`config.mk`:
```
export PLATFORM = sky130hd
export DESIGN_NAME = dvfs_sequencer
export DESIGN_NICKNAME = d
export VERILOG_FILES = /design/src/rtl/dvfs_sequencer.sv
export SDC_FILE = /design/constraint.sdc
export NUM_CORES = 1
export LEC_CHECK = 0
export ABC_CLOCK_PERIOD_IN_PS = 2600
export BUFFER_PORTS_ARGS = -buffer_cell sky130_fd_sc_hd__buf_2
export CORE_UTILIZATION = 53
export CTS_CLUSTER_DIAMETER = 60
export CTS_CLUSTER_SIZE = 25
export DETAILED_ROUTE_END_ITERATION = 10
export PLACE_DENSITY = 0.76
export SYNTH_ARGS = -nofsm -noshare
export SYNTH_HDL_FRONTEND = slang
export SYNTH_SLANG_ARGS = --single-unit
```
`constraint.sdc`:
```
create_clock -name clk -period 2.6 [get_ports clk]
set_clock_uncertainty 0.1 [all_clocks]
set_input_delay 0.39 -clock clk [delete_from_list [all_inputs] [get_ports clk]]
set_output_delay 0.39 -clock clk [all_outputs]
set_load 0.02 [all_outputs]
```
`src/rtl/dvfs_sequencer.sv`:
```
// rtl/dvfs_sequencer.sv - orders frequency/voltage changes for core1, core2 and mem domains.
// DVFS_VSTEP_EN: defined = one voltage code per step; undefined = whole voltage target in one step.
module dvfs_sequencer #(
  parameter int VSETTLE = 16,
  parameter int FSETTLE = 4
) (
  input  logic       clk,
  input  logic       rst_n,
  input  logic [5:0] tgt_v,
  input  logic [8:0] tgt_f,
  input  logic       tgt_ps,
  output logic [5:0] cur_v,
  output logic [8:0] cur_f,
  output logic       ps_out,
  output logic       busy,
  output logic       done
);

  localparam logic [5:0] V_RST    = 6'b010101;
  localparam logic [8:0] F_RST    = 9'b010010010;
  localparam logic [7:0] VSET_M1  = 8'(VSETTLE - 1);
  localparam logic [7:0] FSET_M1  = 8'(FSETTLE - 1);

  typedef enum logic [2:0] {
    S_IDLE, S_F_DOWN, S_F_WAIT, S_V_STEP, S_V_WAIT, S_F_UP, S_F_WAIT2, S_DONE
  } state_t;

  state_t      state_q, state_d;
  logic [7:0]  cnt_q, cnt_d;
  logic [15:0] prv_q, prv_d;
  logic [15:0] snap_q, snap_d;
  logic [5:0]  cur_v_q, cur_v_d;
  logic [8:0]  cur_f_q, cur_f_d;
  logic        ps_q, ps_d;
  logic        busy_q, busy_d;
  logic        done_q, done_d;

  logic [15:0] tgt_all;
  logic [15:0] cur_all;
  logic [5:0]  snap_v;
  logic [8:0]  snap_f;
  logic        snap_ps;
  logic [8:0]  f_lower;
  logic [8:0]  f_raise;
  logic [5:0]  v_next;

  assign tgt_all = {tgt_v, tgt_f, tgt_ps};
  assign cur_all = {cur_v_q, cur_f_q, ps_q};
  assign snap_v  = snap_q[15:10];
  assign snap_f  = snap_q[9:1];
  assign snap_ps = snap_q[0];

  // Per-domain frequency merge: only domains moving in the phase's direction take the snapshot.
  function automatic logic [8:0] f_merge(input logic [8:0] cur, input logic [8:0] tgt,
                                         input logic go_down);
    logic [8:0] r;
    r = cur;
    for (int d = 0; d < 3; d++) begin
      if (go_down ? (tgt[3*d +: 3] < cur[3*d +: 3]) : (tgt[3*d +: 3] > cur[3*d +: 3]))
        r[3*d +: 3] = tgt[3*d +: 3];
    end
    return r;
  endfunction

  function automatic logic [5:0] v_toward(input logic [5:0] cur, input logic [5:0] tgt);
    logic [5:0] r;
    r = cur;
    for (int d = 0; d < 3; d++) begin
      if (tgt[2*d +: 2] > cur[2*d +: 2])
        r[2*d +: 2] = cur[2*d +: 2] + 2'd1;
      else if (tgt[2*d +: 2] < cur[2*d +: 2])
        r[2*d +: 2] = cur[2*d +: 2] - 2'd1;
    end
    return r;
  endfunction

  assign f_lower = f_merge(cur_f_q, snap_f, 1'b1);
  assign f_raise = f_merge(cur_f_q, snap_f, 1'b0);

`ifdef DVFS_VSTEP_EN
  assign v_next = v_toward(cur_v_q, snap_v);
`else
  assign v_next = snap_v;
`endif

  always_comb begin
    state_d = state_q;
    cnt_d   = cnt_q;
    prv_d   = tgt_all;
    snap_d  = snap_q;
    cur_v_d = cur_v_q;
    cur_f_d = cur_f_q;
    ps_d    = ps_q;
    busy_d  = busy_q;
    done_d  = 1'b0;

    case (state_q)
      S_IDLE: begin
        // Two equal samples in a row count as a stable target.
        if (tgt_all == prv_q && tgt_all != cur_all) begin
          snap_d  = tgt_all;
          busy_d  = 1'b1;
          state_d = S_F_DOWN;
        end
      end
      S_F_DOWN: begin
        if (f_lower != cur_f_q) begin
          cur_f_d = f_lower;
          cnt_d   = FSET_M1;
          state_d = S_F_WAIT;
        end else begin
          state_d = S_V_STEP;
        end
      end
      S_F_WAIT: begin
        if (cnt_q == 8'd0) state_d = S_V_STEP;
        else               cnt_d   = cnt_q - 8'd1;
      end
      S_V_STEP: begin
        if (cur_v_q == snap_v) begin
          state_d = S_F_UP;
        end else begin
          cur_v_d = v_next;
          cnt_d   = VSET_M1;
          state_d = S_V_WAIT;
        end
      end
      S_V_WAIT: begin
        if (cnt_q == 8'd0) state_d = S_V_STEP;
        else               cnt_d   = cnt_q - 8'd1;
      end
      S_F_UP: begin
        if (f_raise != cur_f_q) begin
          cur_f_d = f_raise;
          cnt_d   = FSET_M1;
          state_d = S_F_WAIT2;
        end else begin
          ps_d    = snap_ps;
          done_d  = 1'b1;
          state_d = S_DONE;
        end
      end
      S_F_WAIT2: begin
        if (cnt_q == 8'd0) begin
          ps_d    = snap_ps;
          done_d  = 1'b1;
          state_d = S_DONE;
        end else begin
          cnt_d = cnt_q - 8'd1;
        end
      end
      S_DONE: begin
        // done and ps_out were registered on entry so they coincide with the last busy cycle.
        busy_d  = 1'b0;
        state_d = S_IDLE;
      end
      default: state_d = S_IDLE;
    endcase
  end

  always_ff @(posedge clk or negedge rst_n) begin
    if (!rst_n) begin
      state_q <= S_IDLE;
      cnt_q   <= 8'd0;
      prv_q   <= {V_RST, F_RST, 1'b0};
      snap_q  <= {V_RST, F_RST, 1'b0};
      cur_v_q <= V_RST;
      cur_f_q <= F_RST;
      ps_q    <= 1'b0;
      busy_q  <= 1'b0;
      done_q  <= 1'b0;
    end else begin
      state_q <= state_d;
      cnt_q   <= cnt_d;
      prv_q   <= prv_d;
      snap_q  <= snap_d;
      cur_v_q <= cur_v_d;
      cur_f_q <= cur_f_d;
      ps_q    <= ps_d;
      busy_q  <= busy_d;
      done_q  <= done_d;
    end
  end

  assign cur_v  = cur_v_q;
  assign cur_f  = cur_f_q;
  assign ps_out = ps_q;
  assign busy   = busy_q;
  assign done   = done_q;

endmodule

```
==> report_table.html, run 1 <==
<table>
<tr><th>Metric</th><th>Value</th></tr>
<tr><th colspan="2">Status</th></tr>
<tr><td>Status</td><td>complete, but fails checks</td></tr>
<tr><td>Violated checks</td><td>negative hold slack, negative setup slack</td></tr>
<tr><th colspan="2">Timing</th></tr>
<tr><td>Final Slew Violations</td><td>0</td></tr>
<tr><td>Post-route clock period utilization</td><td>102%</td></tr>
<tr><td>Slew at the pin closest to its max-slew limit</td><td>~0.76 ns</td></tr>
<tr><td>Peak clock frequency supported by timing</td><td>approximately 380 MHz</td></tr>
<tr><td>Least setup slack across all paths after layout</td><td>-0.0405 ns</td></tr>
<tr><td>Setup violators final</td><td>5</td></tr>
<tr><td>Hold Violations, Final</td><td>3</td></tr>
<tr><td>Remaining max-slew budget at the tightest pin</td><td>between 40% and 50%</td></tr>
<tr><td>Worst hold slack</td><td>-0.00290 ns</td></tr>
<tr><td>Unrepaired setup endpoints after global routing</td><td>yes</td></tr>
<tr><td>Final period demand of the worst path</td><td>2.64 ns</td></tr>
<tr><th colspan="2">Global routing</th></tr>
<tr><td>Number of global-route vias before repair</td><td>~2500</td></tr>
<tr><td>Overall track demand over capacity in global routing</td><td>between 20% and 30%</td></tr>
<tr><td>Pin count of the biggest net entering global routing</td><td>32</td></tr>
<tr><td>Global-route wire length before repair</td><td>approximately 12000 um</td></tr>
<tr><td>Total global routing overflow</td><td>0</td></tr>
<tr><td>Antenna violations before repair</td><td>0</td></tr>
<tr><th colspan="2">Logic synthesis</th></tr>
<tr><td>Adder-cell area share of the yosys netlist</td><td>between 5 and 6%</td></tr>
<tr><td>Primary FF master, synth</td><td>sky130_fd_sc_hd__dfrtp_1</td></tr>
<tr><td>Number of enable flip-flop cells after synthesis</td><td>0</td></tr>
<tr><td>Xor-xnor portion of the synthesized cell area</td><td>11.9%</td></tr>
<tr><td>Synth Area in Simple Gates</td><td>between 10% and 20%</td></tr>
<tr><td>Number of distinct library cell variants in the gate-level netlist after synthesis</td><td>between 50 and 60</td></tr>
<tr><td>Synthesis-stage register bit count</td><td>61</td></tr>
<tr><td>Top cell type's share of synthesized area</td><td>a little under a third</td></tr>
<tr><td>Multiplexer area fraction after synthesis</td><td>roughly a tenth</td></tr>
<tr><td>Synthesized-area fraction occupied by ao, oa, aoi and oai cells</td><td>between 10% and 20%</td></tr>
<tr><td>Combinational family with the most area after synthesis</td><td>simple AND/OR/NAND/NOR gates</td></tr>
<tr><td>Largest cells by area after synthesis</td><td>sky130_fd_sc_hd__dfrtp_1 (31%), sky130_fd_sc_hd__dfstp_2 (14%), sky130_fd_sc_hd__mux2_2 (9.8%)</td></tr>
<tr><td>Avg Inst Size Synth</td><td>around 11 um^2</td></tr>
<tr><td>Proportion of synthesized chip area in sequential cells</td><td>around 45%</td></tr>
<tr><td>Count of mapped cells out of synthesis</td><td>about 300</td></tr>
<tr><td>Proportion of synthesized flip-flops having asynchronous set or reset</td><td>100%</td></tr>
<tr><td>Cell area after synthesis</td><td>3460 um^2</td></tr>
<tr><td>Count of warnings emitted by yosys</td><td>0</td></tr>
<tr><td>Largest area contributor in the netlist</td><td>sky130_fd_sc_hd__dfrtp_1</td></tr>
<tr><td>Post-Syn Nets</td><td>around 340</td></tr>
<tr><th colspan="2">Detailed routing</th></tr>
<tr><td>Total via count in the routed design</td><td>around 2700</td></tr>
<tr><td>Routed wirelength normalized by instance count</td><td>about 17 um</td></tr>
<tr><td>Detail-routed via count per cell</td><td>approximately 5.7</td></tr>
<tr><td>Total Routed Length</td><td>around 8100 um</td></tr>
<tr><td>Post-detailed-route DRC marker count</td><td>0</td></tr>
<tr><td>First-pass DRT Iterations</td><td>4</td></tr>
<tr><td>Drt first-iter violations</td><td>~120</td></tr>
<tr><td>Residual antenna-violating net count after detailed routing</td><td>0</td></tr>
<tr><th colspan="2">Critical path</th></tr>
<tr><td>Type of the setup path with the least slack</td><td>reg -&gt; reg</td></tr>
<tr><td>Startpoint kind of the worst setup timing path</td><td>flop</td></tr>
<tr><td>Worst Path Required</td><td>2.73 ns</td></tr>
<tr><td>Maximum net fanout on the critical path</td><td>5</td></tr>
<tr><td>Worst path arrival time</td><td>2.77 ns</td></tr>
<tr><td>Reg-to-Reg Start</td><td>cur_f[4]</td></tr>
<tr><td>Kind of end point of the critical path</td><td>flop</td></tr>
<tr><td>Beginning of the critical path</td><td>cur_f[4]</td></tr>
<tr><th colspan="2">Clocking</th></tr>
<tr><td>Clock latency reported for the late side of the worst-skew pair</td><td>roughly 0.35 ns</td></tr>
<tr><td>Number of CTS-inserted buffers</td><td>9</td></tr>
<tr><td>Clock Sinks</td><td>slightly above 60</td></tr>
<tr><td>Hold-fix buffers, CTS</td><td>0</td></tr>
<tr><td>Worst-case clock buffer depth</td><td>2</td></tr>
<tr><td>Clock transition at the register clock pins on the worst setup and hold paths after CTS</td><td>0.07 ns</td></tr>
<tr><td>Number of H-tree branching levels</td><td>3</td></tr>
<tr><td>TritonCTS clock tree</td><td>built</td></tr>
<tr><td>Clock root buffer</td><td>sky130_fd_sc_hd__clkbuf_8</td></tr>
<tr><th colspan="2">Floorplan</th></tr>
<tr><td>Horizontal extent of the die</td><td>just over 80 um</td></tr>
<tr><td>Area of the core region</td><td>about 6300 um^2</td></tr>
<tr><td>Standard-cell rows</td><td>29</td></tr>
<tr><td>Die H</td><td>roughly 83 um</td></tr>
<tr><td>Initial Utilization</td><td>a little over half</td></tr>
<tr><td>DIE AREA</td><td>about 6800 um^2</td></tr>
<tr><td>Top-level I/O count</td><td>36</td></tr>
<tr><th colspan="2">Cells and area</th></tr>
<tr><td>Diode insertion count for antenna repair</td><td>0</td></tr>
<tr><td>Most common cell after layout, fill and taps aside</td><td>sky130_fd_sc_hd__dfrtp_1</td></tr>
<tr><td>Number of nets in the final layout</td><td>about 420</td></tr>
<tr><td>Leading cell types in the layout, fill and taps excluded</td><td>sky130_fd_sc_hd__dfrtp_1 (41), sky130_fd_sc_hd__buf_4 (38), sky130_fd_sc_hd__buf_2 (35)</td></tr>
<tr><td>Fraction of layout cells with a size suffix above 1</td><td>between 40% and 50%</td></tr>
<tr><td>Layout area overhead</td><td>25.8%</td></tr>
<tr><th colspan="2">Pwr</th></tr>
<tr><td>Power per Cell Area</td><td>slightly above 800 nW/um^2</td></tr>
<tr><td>IR drop worst, VDD</td><td>approximately 0.56 mV</td></tr>
<tr><td>Leakage power</td><td>a little under 2 nW</td></tr>
<tr><th colspan="2">Min path</th></tr>
<tr><td>Type of the most critical hold path</td><td>in -&gt; async</td></tr>
<tr><th colspan="2">Placement</th></tr>
<tr><td>Number of input and output port buffers inserted</td><td>35</td></tr>
<tr><td>DP Worst Slack</td><td>-0.110 ns</td></tr>
<tr><td>Gp weighted congestion</td><td>about 0.86</td></tr>
<tr><td>Final HPWL DP</td><td>around 5900 um</td></tr>
<tr><th colspan="2">Flow run</th></tr>
<tr><td>Number of max-cap violations</td><td>0</td></tr>
</table>
-- timing repair --
item | in CTS | in global routing
pin swaps | 2 | 12
gates resized for setup | 2 | 23
setup buffers | 1 | 4
setup endpoints to repair | 12 | 17
-- per-layer routing --
layer | up-vias | part of all wire [%] | global-route usage (%)
met2 | 67 | 49 | 39.1
met3 | 19 | 3.3 | 7.36
met4 | 0 | 2.3 | 8.45
met5 | - | 0 | 0
met1 | 1313 | 45 | 33.4
li1 | 1268 | - | -
-- per-stage QoR --
stage | TNS (ns) | area [um^2] | total power [mW] | util [%] | std cells
after floorplan | -0.268 | 3500 | 2.17 | - | 307
after global placement | -0.0210 | 4000 | 2.63 | 63.4 | 448
after detailed placement | -0.457 | 4000 | 2.68 | 63.4 | 448
after CTS | -0.0159 | 4190 | 3.46 | 66.4 | 465
after global routing | -1.00 | 4350 | 3.82 | 68.9 | 469
final | -0.151 | 4350 | 3.60 | 68.9 | 469
-- logic make-up after synthesis --
family | count (synthesis)
xor+xnor | 47
fa+ha+maj | 16
flops | 61
buf+inv | 24
compound gates | 48
mux | 30
simple gates | 81
-- state kept, by name, summed over array words and instances (netlist names) --
name and count:
prv_q 16, snap_q 16, cur_f 9, cnt_q 8, cur_v 6, state_q 3
busy 1, done 1, ps_out 1
-- final timing paths --
check	end	slack, ns	cells after the start
max in group asynchronous	prv_q[10]	1.71	2
min in group clk	prv_q[12]	0.08	1
min reg2reg	busy	0.42	2
max	cnt_q[3]	-0.04	9
max reg2reg	cnt_q[3]	-0.04	9
min	cnt_q[5]	-0.003	1
-- cell type report --
| type | count | area (um^2) |
|---|---|---|
| Clock buffer | 9 | 124 |
| Clock inverter | 7 | 50.0 |
| Fill cell | 485 | 1970 |
| Inverter | 17 | 63.8 |
| Multi-Input combinational cell | 222 | 1960 |
| Sequential cell | 61 | 1550 |
| Tap cell | 77 | 96.3 |
| Timing Repair Buffer | 76 | 503 |
-- cells in the mapped netlist (all sizes together) (6+ instances only) --
cell,instances
ha,16
a211oi,6
nor2,17
nor3,10
xor2,26
inv,17
nand2,11
o21ai,9
nand4,6
mux2,30
nand3,11
buf,6
nor4,9
dfstp,18
xnor2,21
dfrtp,43
-- power by group --
| group | internal, mW | switching (mW) |
|---|---|---|
| Clock | 0.348 | 0.406 |
| Combinational | 0.732 | 0.935 |
| Sequential | 1.07 | 0.110 |
| Total | 2.15 | 1.45 |
-- critical path: stages, from the launching register on --
cell and delay [ns]:
sky130_fd_sc_hd__dfstp_2 0.54, sky130_fd_sc_hd__inv_2 0.04, sky130_fd_sc_hd__ha_4 0.23, sky130_fd_sc_hd__and3b_1 0.17, sky130_fd_sc_hd__a211o_1 0.24, sky130_fd_sc_hd__o211ai_1 0.19
sky130_fd_sc_hd__buf_4 0.16, sky130_fd_sc_hd__o21ai_2 0.07, sky130_fd_sc_hd__or3_4 0.44, sky130_fd_sc_hd__a2111oi_4 0.34
No activity file was read; power rests on OpenSTA's default activity.
==> run 2: changes to the inputs <==
--- a/constraint.sdc
+++ b/constraint.sdc
@@ -4,2 +4,2 @@
 set_output_delay 0.39 -clock clk [all_outputs]
-set_load 0.02 [all_outputs]
+set_load 0.005 [all_outputs]
==> report_table.html, run 2 (same netlist as run 1, synthesis figures left out) <==
<table>
<tr><th>Metric</th><th>Value</th></tr>
<tr><th colspan="2">Cells and area</th></tr>
<tr><td>Leading cell types in the layout, fill and taps excluded</td><td>sky130_fd_sc_hd__dfrtp_1 (42), sky130_fd_sc_hd__buf_4 (36), sky130_fd_sc_hd__buf_2 (35)</td></tr>
<tr><td>Diode insertion count for antenna repair</td><td>0</td></tr>
<tr><td>Layout Cells excl Fill</td><td>around 470</td></tr>
<tr><td>Fraction of layout cells with a size suffix above 1</td><td>a little over two fifths</td></tr>
<tr><td>Most common cell after layout, fill and taps aside</td><td>sky130_fd_sc_hd__dfrtp_1</td></tr>
<tr><td>Final-layout fill cell count</td><td>around 490</td></tr>
<tr><td>Number of nets in the final layout</td><td>420</td></tr>
<tr><td>Layout area overhead</td><td>27.4%</td></tr>
<tr><th colspan="2">Status</th></tr>
<tr><td>Violated checks</td><td>negative setup slack</td></tr>
<tr><td>Status</td><td>complete, but fails checks</td></tr>
<tr><th colspan="2">Detailed routing</th></tr>
<tr><td>Post-detailed-route DRC marker count</td><td>0</td></tr>
<tr><td>Drt first-iter violations</td><td>157</td></tr>
<tr><td>Total Routed Length</td><td>around 8000 um</td></tr>
<tr><td>Detail-routed via count per cell</td><td>5.73</td></tr>
<tr><td>First-pass DRT Iterations</td><td>4</td></tr>
<tr><td>Residual antenna-violating net count after detailed routing</td><td>0</td></tr>
<tr><td>Total via count in the routed design</td><td>between 2000 and 3000</td></tr>
<tr><td>Routed wirelength normalized by instance count</td><td>approximately 17 um</td></tr>
<tr><th colspan="2">Global routing</th></tr>
<tr><td>Pin count of the biggest net entering global routing</td><td>33</td></tr>
<tr><td>Global-route wire length before repair</td><td>~12000 um</td></tr>
<tr><td>Number of global-route vias before repair</td><td>2593</td></tr>
<tr><td>Overall track demand over capacity in global routing</td><td>25.1%</td></tr>
<tr><td>Total global routing overflow</td><td>0</td></tr>
<tr><td>Antenna violations before repair</td><td>0</td></tr>
<tr><th colspan="2">Critical path</th></tr>
<tr><td>Maximum net fanout on the critical path</td><td>7</td></tr>
<tr><td>Worst reg-to-reg path cell count</td><td>9</td></tr>
<tr><td>Worst path arrival time</td><td>approximately 2.8 ns</td></tr>
<tr><td>Reg2Reg Capture Point</td><td>cur_f[3]</td></tr>
<tr><td>R2R setup slack</td><td>-0.04 ns</td></tr>
<tr><td>Startpoint kind of the worst setup timing path</td><td>flop</td></tr>
<tr><td>Type of the setup path with the least slack</td><td>reg -&gt; reg</td></tr>
<tr><td>Worst Path Required</td><td>2.73 ns</td></tr>
<tr><td>Kind of end point of the critical path</td><td>flop</td></tr>
<tr><td>Reg-to-Reg Start</td><td>cur_f[1]</td></tr>
<tr><th colspan="2">Flow run</th></tr>
<tr><td>Number of max-cap violations</td><td>0</td></tr>
<tr><th colspan="2">Placement</th></tr>
<tr><td>Number of input and output port buffers inserted</td><td>35</td></tr>
<tr><td>DP Worst Slack</td><td>-0.165 ns</td></tr>
<tr><td>Final HPWL DP</td><td>5780 um</td></tr>
<tr><td>Gp weighted congestion</td><td>0.834</td></tr>
<tr><td>Cells after DPL</td><td>450</td></tr>
<tr><th colspan="2">Timing</th></tr>
<tr><td>Worst hold slack</td><td>~0.068 ns</td></tr>
<tr><td>Final period demand of the worst path</td><td>2.64 ns</td></tr>
<tr><td>Setup violators final</td><td>5</td></tr>
<tr><td>Unrepaired setup endpoints after global routing</td><td>yes</td></tr>
<tr><td>Slew at the pin closest to its max-slew limit</td><td>0.676 ns</td></tr>
<tr><td>Post-route clock period utilization</td><td>102%</td></tr>
<tr><td>Remaining max-slew budget at the tightest pin</td><td>a little over half</td></tr>
<tr><td>Peak clock frequency supported by timing</td><td>378 MHz</td></tr>
<tr><td>Least setup slack across all paths after layout</td><td>-0.0435 ns</td></tr>
<tr><td>Final Slew Violations</td><td>0</td></tr>
<tr><td>Hold Violations, Final</td><td>0</td></tr>
<tr><th colspan="2">Floorplan</th></tr>
<tr><td>Area of the core region</td><td>6310 um^2</td></tr>
<tr><td>Standard-cell rows</td><td>29</td></tr>
<tr><td>Top-level I/O count</td><td>36</td></tr>
<tr><td>Horizontal extent of the die</td><td>just over 80 um</td></tr>
<tr><td>Initial Utilization</td><td>between 50% and 60%</td></tr>
<tr><td>Die H</td><td>82.8 um</td></tr>
<tr><td>DIE AREA</td><td>6850 um^2</td></tr>
<tr><th colspan="2">Min path</th></tr>
<tr><td>Type of the most critical hold path</td><td>in -&gt; reg</td></tr>
<tr><td>HP Start</td><td>tgt_v[2]</td></tr>
<tr><td>Cell depth of the worst min-delay path</td><td>1</td></tr>
<tr><td>WHS Endpoint</td><td>prv_q[12]</td></tr>
<tr><th colspan="2">Clocking</th></tr>
<tr><td>Clock latency reported for the late side of the worst-skew pair</td><td>0.35 ns</td></tr>
<tr><td>TritonCTS clock tree</td><td>built</td></tr>
<tr><td>Clock root buffer</td><td>sky130_fd_sc_hd__clkbuf_8</td></tr>
<tr><td>Clock Sinks</td><td>61</td></tr>
<tr><td>Clock transition at the register clock pins on the worst setup and hold paths after CTS</td><td>0.08 ns</td></tr>
<tr><td>Number of H-tree branching levels</td><td>3</td></tr>
<tr><td>Worst-case clock buffer depth</td><td>2</td></tr>
<tr><td>Number of CTS-inserted buffers</td><td>9</td></tr>
<tr><th colspan="2">Pwr</th></tr>
<tr><td>Leakage power</td><td>roughly 2 nW</td></tr>
<tr><td>Switching component of the power</td><td>between 1 and 1.5 mW</td></tr>
<tr><td>Pint</td><td>around 2.3 mW</td></tr>
<tr><td>Switch share</td><td>38.5%</td></tr>
<tr><td>Share of power burned in combinational logic</td><td>between 40% and 50%</td></tr>
<tr><td>Clock share of power</td><td>a little over a quarter</td></tr>
<tr><td>IR drop worst, VDD</td><td>between 0.6 and 0.7 mV</td></tr>
<tr><td>Sequential power share</td><td>32.2%</td></tr>
<tr><td>Power per Cell Area</td><td>between 800 and 900 nW/um^2</td></tr>
</table>
## run 2: cell count changes in the layout (fill, tap and decap cells not counted), moves of 2 or more
| cell | previous run | this run |
|---|---|---|
| sky130_fd_sc_hd__clkinv_2 | 3 | 0 |
| sky130_fd_sc_hd__inv_6 | 1 | 4 |
| sky130_fd_sc_hd__buf_4 | 38 | 36 |
| sky130_fd_sc_hd__bufinv_16 | 0 | 2 |
| sky130_fd_sc_hd__clkinv_4 | 3 | 1 |
| sky130_fd_sc_hd__o41ai_1 | 3 | 1 |
| sky130_fd_sc_hd__o41ai_2 | 1 | 3 |
## run 2: per-layer routing
layer	global-route usage [%]	share of wire, %	vias up
li1	-	-	1260
met5	0	0	-
met2	41.4	49	58
met3	5.27	3.2	23
met1	30.7	44	1341
met4	13.3	3.7	0
## run 2: worst max path at each step
stage | start | end | slack (ns) | cells past startpoint
floorplan | cur_f[1] | cnt_q[1] | -0.06 | 9
global route | cur_f[1] | cnt_q[2] | -0.11 | 8
finish | cur_f[1] | cur_f[3] | -0.04 | 9
detailed placement | cur_f[1] | cnt_q[6] | -0.16 | 9
global placement | cur_f[1] | cnt_q[6] | -0.03 | 9
CTS | cur_f[1] | cnt_q[3] | -0.004 | 10
## run 2: stage by stage
stage / setup TNS, ns / instance area (um^2) / util (%) / total power, mW
final: -0.140 / 4400 / 69.7 / 3.79
after global routing: -0.828 / 4400 / 69.7 / 3.98
after CTS: -0.00409 / 4280 / 67.7 / 3.60
after detailed placement: -0.906 / 3990 / 63.1 / 2.56
after global placement: -0.0654 / 3990 / 63.1 / 2.53
after floorplan: -0.0924 / 3480 / - / 2.12
## run 2: layout make-up
cell class	instances	area, um^2	share of cell area (%)
timing repair buffer	75	498	11.3
multi-input combinational	222	1970	44.7
clock inverter	7	104	2.36
inverter	17	63.8	1.45
clock buffer	9	124	2.81
tap	77	96.3	2.19
sequential	61	1550	35.2
## run 2: worst max-delay path: stages, from the launching register on
cell	delay, ns
sky130_fd_sc_hd__dfstp_2	0.53
sky130_fd_sc_hd__inv_1	0.06
sky130_fd_sc_hd__ha_4	0.28
sky130_fd_sc_hd__and3b_2	0.22
sky130_fd_sc_hd__a211oi_4	0.07
sky130_fd_sc_hd__o32ai_4	0.40
sky130_fd_sc_hd__nor3b_4	0.10
sky130_fd_sc_hd__buf_12	0.16
sky130_fd_sc_hd__a211oi_4	0.24
sky130_fd_sc_hd__mux2_2	0.36
## run 2: timing repair
item | 4_1_cts | 5_1_grt
hold buffers | 1 | 0
gates cloned | 0 | 0
setup endpoints to repair | 14 | 17
endpoints found under the hold margin | 43 | 0
resized for setup | 9 | 19
buffers inserted | 1 | 1
pin swaps | 3 | 4
## run 2: power by group through the flow
stage	registers (mW)	logic (mW)	clock network [mW]
4_1_cts	1.21	1.40	1.00
3_3_place_gp	1.22	1.31	0
3_5_place_dp	1.23	1.34	0
5_1_grt	1.24	1.70	1.04
6_report	1.22	1.58	0.987
2_1_floorplan	1.20	0.920	0
